<file path="config.mk">
export PLATFORM = sky130hd
export DESIGN_NAME = multicycle_controller
export DESIGN_NICKNAME = d
export VERILOG_FILES = /design/src/rtl/multicycle_controller.sv
export SDC_FILE = /design/constraint.sdc
export NUM_CORES = 1
export LEC_CHECK = 0
export BUFFER_PORTS_ARGS = -buffer_cell sky130_fd_sc_hd__buf_2
export CORE_MARGIN = 2
export CORE_UTILIZATION = 50
export CTS_CLUSTER_DIAMETER = 120
export DETAILED_ROUTE_END_ITERATION = 8
export PLACE_DENSITY = 0.95
export SLEW_MARGIN = 25
export SYNTH_ARGS = -nofsm -noshare
export SYNTH_HDL_FRONTEND = slang
export SYNTH_SLANG_ARGS = --single-unit
</file>
<file path="constraint.sdc">
create_clock -name clk -period 5.3 [get_ports clk]
set_clock_uncertainty 0.15 [all_clocks]
set_input_delay 0 -clock clk [delete_from_list [all_inputs] [get_ports clk]]
set_output_delay 0 -clock clk [all_outputs]
set_load 0.01 [all_outputs]
</file>
<file path="src/rtl/multicycle_controller.sv">
// Control unit for the multicycle ARM-subset datapath: 10-state sequencer,
// instruction-field decode, ALU decode and conditional-execution logic.
module multicycle_controller (
    input  logic       clk,
    input  logic       rst,
    input  logic [3:0] cond,
    input  logic [1:0] op,
    input  logic [5:0] funct,
    input  logic [3:0] rd,
    input  logic [3:0] alu_flags,
    output logic       pc_write,
    output logic       adr_src,
    output logic       mem_write,
    output logic       ir_write,
    output logic       reg_write,
    output logic [1:0] result_src,
    output logic       alu_src_a,
    output logic [1:0] alu_src_b,
    output logic [1:0] alu_control,
    output logic [1:0] imm_src,
    output logic [1:0] reg_src
);

    typedef enum logic [3:0] {
        S_FETCH, S_DECODE, S_MEMADR, S_MEMREAD, S_MEMWB,
        S_MEMWRITE, S_EXEC_R, S_EXEC_I, S_ALUWB, S_BRANCH
    } state_t;

    state_t     state, next_state, cur_state;
    logic [3:0] flags;
    logic       next_pc, reg_w, mem_w, branch, alu_op;
    logic [1:0] flag_w;
    logic       cond_ex, pcs, is_cmp, rd_is_pc;
    logic       n_f, z_f, c_f, v_f;

    assign {n_f, z_f, c_f, v_f} = flags;
    assign is_cmp   = (op == 2'b00) && (funct[4:1] == 4'b1010);
    assign rd_is_pc = (rd == 4'hF);

    always_ff @(posedge clk) begin
        if (rst) state <= S_FETCH;
        else     state <= next_state;
    end

    always_comb begin
        imm_src    = (op == 2'b11) ? 2'b00 : op;
        reg_src[0] = (op == 2'b10);
        reg_src[1] = (op == 2'b01);
    end

    always_comb begin
        cond_ex = 1'b0;
        case (cond)
            4'b0000: cond_ex = z_f;
            4'b0001: cond_ex = ~z_f;
            4'b0010: cond_ex = c_f;
            4'b0011: cond_ex = ~c_f;
            4'b0100: cond_ex = n_f;
            4'b0101: cond_ex = ~n_f;
            4'b0110: cond_ex = v_f;
            4'b0111: cond_ex = ~v_f;
            4'b1000: cond_ex = c_f & ~z_f;
            4'b1001: cond_ex = ~c_f | z_f;
            4'b1010: cond_ex = (n_f == v_f);
            4'b1011: cond_ex = (n_f != v_f);
            4'b1100: cond_ex = ~z_f & (n_f == v_f);
            4'b1101: cond_ex = z_f | (n_f != v_f);
            4'b1110: cond_ex = 1'b1;
            default: cond_ex = 1'b0;
        endcase
    end

    // While reset is held the outputs look like FETCH, so decode from FETCH
    // rather than whatever state the register happens to hold.
    always_comb begin
        cur_state  = rst ? S_FETCH : state;
        next_state = S_FETCH;
        next_pc    = 1'b0;
        reg_w      = 1'b0;
        mem_w      = 1'b0;
        branch     = 1'b0;
        alu_op     = 1'b0;
        adr_src    = 1'b0;
        ir_write   = 1'b0;
        result_src = 2'b00;
        alu_src_a  = 1'b0;
        alu_src_b  = 2'b00;
        case (cur_state)
            S_FETCH: begin
                ir_write   = 1'b1;
                alu_src_a  = 1'b1;
                alu_src_b  = 2'b10;
                result_src = 2'b10;
                next_pc    = 1'b1;
                next_state = S_DECODE;
            end
            S_DECODE: begin
                alu_src_a  = 1'b1;
                alu_src_b  = 2'b10;
                result_src = 2'b10;
                case (op)
                    2'b01:   next_state = S_MEMADR;
                    2'b00:   next_state = funct[5] ? S_EXEC_I : S_EXEC_R;
                    2'b10:   next_state = S_BRANCH;
                    default: next_state = S_FETCH;
                endcase
            end
            S_MEMADR: begin
                alu_src_b  = 2'b01;
                next_state = funct[0] ? S_MEMREAD : S_MEMWRITE;
            end
            S_MEMREAD: begin
                adr_src    = 1'b1;
                next_state = S_MEMWB;
            end
            S_MEMWB: begin
                result_src = 2'b01;
                reg_w      = 1'b1;
            end
            S_MEMWRITE: begin
                adr_src = 1'b1;
                mem_w   = 1'b1;
            end
            S_EXEC_R: begin
                alu_op     = 1'b1;
                next_state = S_ALUWB;
            end
            S_EXEC_I: begin
                alu_src_b  = 2'b01;
                alu_op     = 1'b1;
                next_state = S_ALUWB;
            end
            S_ALUWB: reg_w = 1'b1;
            S_BRANCH: begin
                alu_src_b  = 2'b01;
                result_src = 2'b10;
                branch     = 1'b1;
            end
            default: next_state = S_FETCH;
        endcase
        if (rst) begin
            next_state = S_FETCH;
            next_pc    = 1'b0;
            ir_write   = 1'b0;
        end
    end

    // ALU decode; CMP is a SUB that always sets all four flags.
    always_comb begin
        alu_control = 2'b00;
        flag_w      = 2'b00;
        if (alu_op) begin
            case (funct[4:1])
                4'b0100: alu_control = 2'b00;
                4'b0010: alu_control = 2'b01;
                4'b0000: alu_control = 2'b10;
                4'b1100: alu_control = 2'b11;
                4'b1010: alu_control = 2'b01;
                default: alu_control = 2'b00;
            endcase
            flag_w[1] = funct[0] | (funct[4:1] == 4'b1010);
            flag_w[0] = flag_w[1] & ((funct[4:1] == 4'b0100) |
                                     (funct[4:1] == 4'b0010) |
                                     (funct[4:1] == 4'b1010));
        end
    end

    always_ff @(posedge clk) begin
        if (rst) begin
            flags <= 4'b0000;
        end else begin
            if (flag_w[1] && cond_ex) flags[3:2] <= alu_flags[3:2];
            if (flag_w[0] && cond_ex) flags[1:0] <= alu_flags[1:0];
        end
    end

    assign pcs       = (rd_is_pc & reg_w) | branch;
    assign pc_write  = next_pc | (pcs & cond_ex);
    assign reg_write = reg_w & cond_ex & ~rd_is_pc & ~is_cmp;
    assign mem_write = mem_w & cond_ex;

endmodule

</file>
==> results.cfg, run 1 <==
[clock_tree]
clkSinkCount = 8
tritoncts = done
cts_htree_levels = 1
clkLatencyLatePin_ps = 260
cts_buffer_depth = 2
cts_buffers = 3
cts-root-buf = clkbuf_4
post-cts-setup-buffer-count = 0
post_cts_resized = 0
path_clk_slew_ps = 60
hold_buffers = 7

[final_layout]
nFillCells = 146
final_area_um2 = 1120
drive_gt1_share_pct = 31.0
area_growth_pct = 25.5
fin_cells = 180
antennaDiodeCount = 0
final_common_cell = buf_2
fin_nets = 179
final_cell_mix = 37 x buf_2, 12 x nor2_1, 12 x nand2b_1, 10 x nor3_1, 8 x dfxtp_1

[floorplan]
start_util_pct = 52.2
die_h_um = 46.2
die_w_um = 46.2
die_area_um2 = 2140
rows = 15
io_pins = 38
core_area_um2 = 1710

[power]
p_int_mw = 0.117
clockPowerShare_pct = 27.1
finalPower_mw = 0.175
power-per-cell-area_nw_per_um2 = 156
p_leak_nw = 0.475
p_sw_share_pct = 32.8
p_sw_mw = 0.0573
peakVddDrop_mv = 0.222
p_seq_share_pct = 38.6
combPwrFrac_pct = 34.3

[synth]
ys.warnings.count = 0
ys_async_sr_fraction_pct = 0
yosys.area.top_type = dfxtp_1
seq_area_frac_synth_pct = 18.0
synth_nets = 141
synth_top_flop_cell = dfxtp_1
synth-edff-count = 0
synthCells = 119
synth.top_cell.area_share_pct = 18.0
synthTopCellsByArea = dfxtp_1 18%, nand2b_1 8.4%, mux2i_1 5.6%
syn_area_per_cell_um2 = 7.50
synth_seq_cells = 8
ys_types = 42
syn-cell-area_um2 = 892

[sta]
worst_slack_ps = 3080
fin_tns_setup_ps = 0
slew_headroom_pct = 73.7
finalHoldViolCount = 0
period_share_pct = 41.9
rsz0062_at_grt = false
fin_crit_ps = 2220
fmax_mhz = 450
tightestPinTransition_ps = 394
finalSetupViolations = 0
drv_slew = 0

[grt]
grt_pass1_wl_um = 3330
grt_use_total_pct = 21.7
antenna_found_initial = 0
grt_max_degree = 16
grt_pass1_vias = 799
gr-total-overflow = 0

[worst_setup_path]
critPathRequiredTime_ps = 5150
crit_path_start_kind = flop
worstSetupEndpointType = output port
timing.critical_path.arrival_ps = 2070
critPathKind = flop to output port
crit_fanout = 6

[detailed_routing]
drt_iter0_drc = 48
via_count = 997
drc = 0
routed_via_density = 5.54
drt_first_pass_iters = 4
wire_per_inst_um = 12.3
routed_wirelength_um = 2210
drtAntennaViolNets = 0

[placed_design]
placed_cells = 170
pre_cts_ws_ps = 3430
post_dp_cell_area_um2 = 1030
port-buffer-count = 37
gp_congestion = 0.829
hpwl_um = 1650

[outcome]
run_status = complete, no violations

[flow_run]
maxCapViolCount = 0

[worst_hold_path]
hold_class = primary input to flop
-- final cells by class --
cell class / instances / area, µm² / share of cell area (%)
multi-input cells: 98 / 643 / 57.4
repair buffers: 44 / 255 / 22.8
flip-flops and latches: 8 / 160 / 14.3
well taps: 25 / 31.3 / 2.79
clock buffers: 3 / 22.5 / 2.01
inverters: 2 / 7.51 / 0.670
-- sequential cells by signal, indices dropped and copies added (netlist names) --
signal,flops
flags,4
state,4
-- critical path, cell delays in order (launching register included) --
cell and delay [ps]:
dfxtp_1 440, xnor2_1 170, mux2i_1 110, a311o_1 360, and3_2 250, nor3_1 300
buf_2 190
-- path summary, 6_finish.rpt --
path | end | slack (ps) | start | cells past startpoint
max | reg_write | 3080 | flags[3]$_SDFFE_PP0P_ | 6
min | flags[1]$_SDFFE_PP0P_ | 20 | rst | 3
max reg2reg | flags[0]$_SDFFE_PP0P_ | 3410 | state[1]$_SDFF_PP0_ | 4
min reg2reg | flags[0]$_SDFFE_PP0P_ | 380 | flags[0]$_SDFFE_PP0P_ | 2
-- cell families (layout without fill, tap and decap cells) --
family / after synthesis / count (layout) / synth area share, %
xor+xnor: 6 / 6 / 5.89
flops: 8 / 8 / 18.0
compound gates: 25 / 25 / 20.6
mux: 6 / 6 / 6.87
simple gates: 61 / 61 / 38.7
buf+inv: 13 / 49 / 9.96
-- power groups by stage --
stage | clock, mW | combinational, mW | sequential, mW
after floorplan | 0 | 0.0420 | 0.0642
after global placement | 0 | 0.0527 | 0.0681
after global routing | 0.0526 | 0.0661 | 0.0678
final | 0.0472 | 0.0599 | 0.0674
after CTS | 0.0493 | 0.0591 | 0.0672
after detailed placement | 0 | 0.0546 | 0.0685
-- cell usage after synthesis (2+ instances only) --
cell and instances:
a22oi_1 3, and3_2 2, buf_6 3, nor2_1 12, buf_4 2, xor2_1 3, or2_2 2, nor3_1 10
o21ai_0 6, nor2b_1 2, mux2i_1 5, xnor2_1 3, dfxtp_1 8, nand3b_1 6, a21oi_1 4, clkbuf_1 5
nand2_1 6, inv_1 2, nand2b_1 12
-- layer usage --
layer | wire length, µm | share of wire [%] | GRT usage [%] | vias to the layer above
li1 | - | - | - | 500
met1 | 971 | 44 | 27.8 | 443
met2 | 1030 | 47 | 33.1 | 46
met3 | 138 | 6.2 | 5.10 | 8
met4 | 71 | 3.2 | 12.0 | 0
met5 | 0 | 0 | 0 | -
-- stage by stage --
stage / util [%] / hold WS [ps]
final: 65.6 / 15.6
after global placement: 60.1 / 112
after CTS: 65.6 / 10.1
after detailed placement: 60.1 / 122
after global routing: 65.6 / 56.8
after floorplan: - / -96.3
(Power assumes the default switching activity.)
==> inputs of run 2 (changes only) <==
- CORE_UTILIZATION: 50 -> 47
- PLACE_DENSITY: 0.95 -> 0.91
- clock period: 5.3 -> 2.15 ns (I/O delays scaled with it)
==> results.cfg, run 2 (synthesis gave the netlist of run 1 again) <==
[clock_tree]
cts_buffer_depth = 2
path_clk_slew_ps = 60
cts_buffers = 3
tritoncts = done
cts_htree_levels = 1
clkSinkCount = 8
cts-root-buf = clkbuf_4
clkLatencyLatePin_ps = 270

[worst_hold_path]
hold_class = primary input to flop

[worst_setup_path]
timing.critical_path.arrival_ps = 1930
worstSetupEndpointType = output port
crit_path_start_kind = flop
critPathRequiredTime_ps = 2000
critPathKind = flop to output port
crit_fanout = 6

[grt]
grt_max_degree = 16
antenna_found_initial = 0
gr-total-overflow = 0
grt_pass1_wl_um = 3340
grt_pass1_vias = 816
grt_use_total_pct = 20.8

[final_layout]
reg_top3 = flags (4), state (4)
final_cell_mix = 37 x buf_2, 12 x nor2_1, 12 x nand2b_1, 10 x nor3_1, 7 x dlygate4sd3_1
antennaDiodeCount = 0
drive_gt1_share_pct = 32.7
fin_cells = 181
final_common_cell = buf_2
final_area_um2 = 1130
nFillCells = 159
fin_nets = 180
area_growth_pct = 26.6

[placed_design]
port-buffer-count = 37
gp_congestion = 0.812
placed_cells = 171
hpwl_um = 1730
post_dp_cell_area_um2 = 1030

[flow_run]
maxCapViolCount = 0

[detailed_routing]
routed_via_density = 5.45
drt_first_pass_iters = 4
routed_wirelength_um = 2270
drt_iter0_drc = 29
wire_per_inst_um = 12.6
via_count = 987
drc = 0
drtAntennaViolNets = 0

[sta]
fin_crit_ps = 2080
tightestPinTransition_ps = 407
rsz0062_at_grt = false
slew_headroom_pct = 72.8
period_share_pct = 96.7
fmax_mhz = 481
drv_slew = 0
finalSetupViolations = 0
fin_tns_setup_ps = 0
finalHoldViolCount = 0

[power]
p_leak_nw = 0.481
peakVddDrop_mv = 0.313
power-per-cell-area_nw_per_um2 = 388

[floorplan]
rows = 15
start_util_pct = 50.6
die_w_um = 47.6
die_h_um = 47.6
io_pins = 38
core_area_um2 = 1760
die_area_um2 = 2260

[outcome]
run_status = complete, no violations
[run 2: stage by stage]
step | util, % | setup WS, ps | hold WS (ps) | total power, mW
6_report | 64.0 | 71.2 | 6.00 | 0.439
3_5_place_dp | 58.7 | 233 | 117 | 0.306
3_3_place_gp | 58.7 | 348 | 113 | 0.300
2_1_floorplan | - | 357 | -96.3 | 0.262
5_1_grt | 64.0 | 6.25 | 20.1 | 0.463
4_1_cts | 63.9 | 78.6 | 2.13 | 0.440
[run 2: final timing paths]
path	start	to	slack, ps	cells after the start
setup reg to reg	state[1]$_SDFF_PP0_	flags[1]$_SDFFE_PP0P_	190	4
setup / recovery	flags[2]$_SDFFE_PP0P_	reg_write	70	6
hold reg to reg	flags[3]$_SDFFE_PP0P_	flags[3]$_SDFFE_PP0P_	380	2
hold / removal	op[1]	state[1]$_SDFF_PP0_	6	4
[run 2: layer usage]
metal	routed length, µm	GRT usage, %
met1	1080	26.1
met2	1070	36.2
met3	120	5.66
met4	12	3.78
met5	0	0
[run 2: cell type report]
| type | count | area [µm²] | share of cell area (%) |
|---|---|---|---|
| multi-input cells | 98 | 643 | 56.9 |
| repair buffers | 45 | 263 | 23.3 |
| flip-flops and latches | 8 | 163 | 14.4 |
| well taps | 25 | 31.3 | 2.77 |
| clock buffers | 3 | 22.5 | 1.99 |
| inverters | 2 | 7.51 | 0.664 |
[run 2: power breakdown]
part / switching [mW] / internal, mW / total [mW] / leakage, nW
combinational: 0.0787 / 0.0727 / 0.151 / 0.401
sequential: 0.0108 / 0.153 / 0.164 / 0.0660
clock: 0.0588 / 0.0643 / 0.123 / 0.0138
[run 2: worst max-delay path: stages (launching register included)]
cell and delay, ps:
dfxtp_1 350, and4bb_1 260, mux2i_1 70, a311o_1 360
and3_2 250, nor3_1 210, buf_2 170
[run 2: timing repair]
item,in CTS,in global routing
hold buffers,7,0
resized for setup,0,2
endpoints found under the setup margin,0,1
setup buffers,0,0
endpoints found under the hold margin,7,0
==> inputs of run 3 (changes only) <==
- CORE_ASPECT_RATIO: default -> 1.1
==> results.cfg, run 3 (synthesis gave the netlist of run 1 again) <==
[worst_setup_path]
worstSetupEndpointType = output port
worstSetupStartpoint = flags[2]$_SDFFE_PP0P_
critPathRequiredTime_ps = 2000
critPathKind = flop to output port
r2r-start = state[1]$_SDFF_PP0_
timing.critical_path.arrival_ps = 1900
crit_fanout = 6
crit_path_start_kind = flop

[grt]
grt_max_degree = 16
grt_use_total_pct = 19.9
antenna_found_initial = 0
grt_pass1_wl_um = 3450
grt_pass1_vias = 865
gr-total-overflow = 0

[sta]
drv_slew = 0
finalSetupViolations = 0
period_share_pct = 95.6
fmax_mhz = 487
tightestPinTransition_ps = 383
fin_tns_setup_ps = 0
slew_headroom_pct = 74.5
rsz0062_at_grt = false
finalHoldViolCount = 0
fin_crit_ps = 2050

[clock_tree]
cts_buffer_depth = 2
cts-root-buf = clkbuf_4
clkSinkCount = 8
cts_buffers = 3
clkLatencyLatePin_ps = 250
tritoncts = done
path_clk_slew_ps = 60
cts_htree_levels = 1

[final_layout]
fin_nets = 180
final_common_cell = buf_2
utilization_pct = 62.9
area_growth_pct = 25.5
final_cell_mix = 37 x buf_2, 12 x nor2_1, 12 x nand2b_1, 10 x nor3_1
drive_gt1_share_pct = 32.1
antennaDiodeCount = 0
reg_top3 = flags (4), state (4)

[placed_design]
hpwl_um = 1710
port-buffer-count = 37
gp_congestion = 0.883

[detailed_routing]
via_count = 1002
wire_per_inst_um = 12.8
routed_via_density = 5.76
drt_iter0_drc = 30
drt_first_pass_iters = 4
drc = 0
routed_wirelength_um = 2230
drtAntennaViolNets = 0

[floorplan]
start_util_pct = 50.1
die_area_um2 = 2260
io_pins = 38
die_w_um = 45.5
die_h_um = 49.7
core_area_um2 = 1780
rows = 16

[power]
p_sw_mw = 0.144
p_leak_nw = 0.481
peakVddDrop_mv = 0.320
clockPowerShare_pct = 27.5
p_seq_share_pct = 37.8
power-per-cell-area_nw_per_um2 = 387
combPwrFrac_pct = 34.7
p_sw_share_pct = 33.2
p_int_mw = 0.289

[flow_run]
maxCapViolCount = 0

[outcome]
run_status = complete, no violations

[worst_hold_path]
hold_path_startpoint = op[1]
hold_class = primary input to flop
[run 3: cell count changes in the layout (fill, tap and decap cells not counted)]
cell | previous run | this run
dfxtp_1 | 6 | 7
dfxtp_2 | 2 | 1
[run 3: timing repair]
action | in CTS | in global routing
setup buffers | 0 | 0
setup endpoints to repair | 0 | 1
endpoints found under the hold margin | 6 | 1
hold buffers | 6 | 1
gates resized for setup | 0 | 1
[run 3: cell type report]
cell class / instances / area (µm²)
repair buffers: 45 / 263
fillers: 157 / 662
inverters: 2 / 7.51
clock buffers: 3 / 22.5
flip-flops and latches: 8 / 161
multi-input cells: 98 / 643
well taps: 18 / 22.5
[run 3: final timing paths]
path	cells past startpoint	to	slack [ps]
worst max-delay path	6	reg_write	100
worst min-delay path	4	state[1]$_SDFF_PP0_	10
worst max register to register	4	flags[0]$_SDFFE_PP0P_	220
worst min register to register	2	flags[2]$_SDFFE_PP0P_	370
[run 3: critical path: stages (launching register included)]
cell      delay [ps]
dfxtp_2          350
and4bb_1         260
mux2i_1           70
a311o_1          360
and3_2           260
nor3_1           200
buf_2            160
[run 3: power groups by stage]
stage	Combinational [mW]	Sequential [mW]	Clock, mW
5_1_grt	0.165	0.164	0.128
2_1_floorplan	0.103	0.158	0
3_3_place_gp	0.135	0.166	0
3_5_place_dp	0.139	0.166	0
4_1_cts	0.148	0.163	0.119
6_report	0.150	0.164	0.119
[run 3: layer usage]
layer	global-route usage (%)	share of wire (%)	wire length [µm]
met5	0	0	0
met1	22.3	41	916
met2	35.7	51	1140
met4	6.86	1.6	36
met3	3.66	6.0	134
[run 3: metrics by stage]
| step | cells | area, µm² | hold WS (ps) | power (mW) | setup slack (ps) |
|---|---|---|---|---|---|
| 6_report | 174 | 1120 | 13.6 | 0.433 | 95.1 |
| 5_1_grt | 174 | 1120 | 48.4 | 0.457 | 9.67 |
| 4_1_cts | 173 | 1110 | 5.68 | 0.430 | 75.6 |
| 3_5_place_dp | 164 | 1030 | 122 | 0.305 | 243 |
| 3_3_place_gp | 164 | 1030 | 119 | 0.301 | 363 |
| 2_1_floorplan | 119 | 892 | -96.3 | 0.262 | 357 |
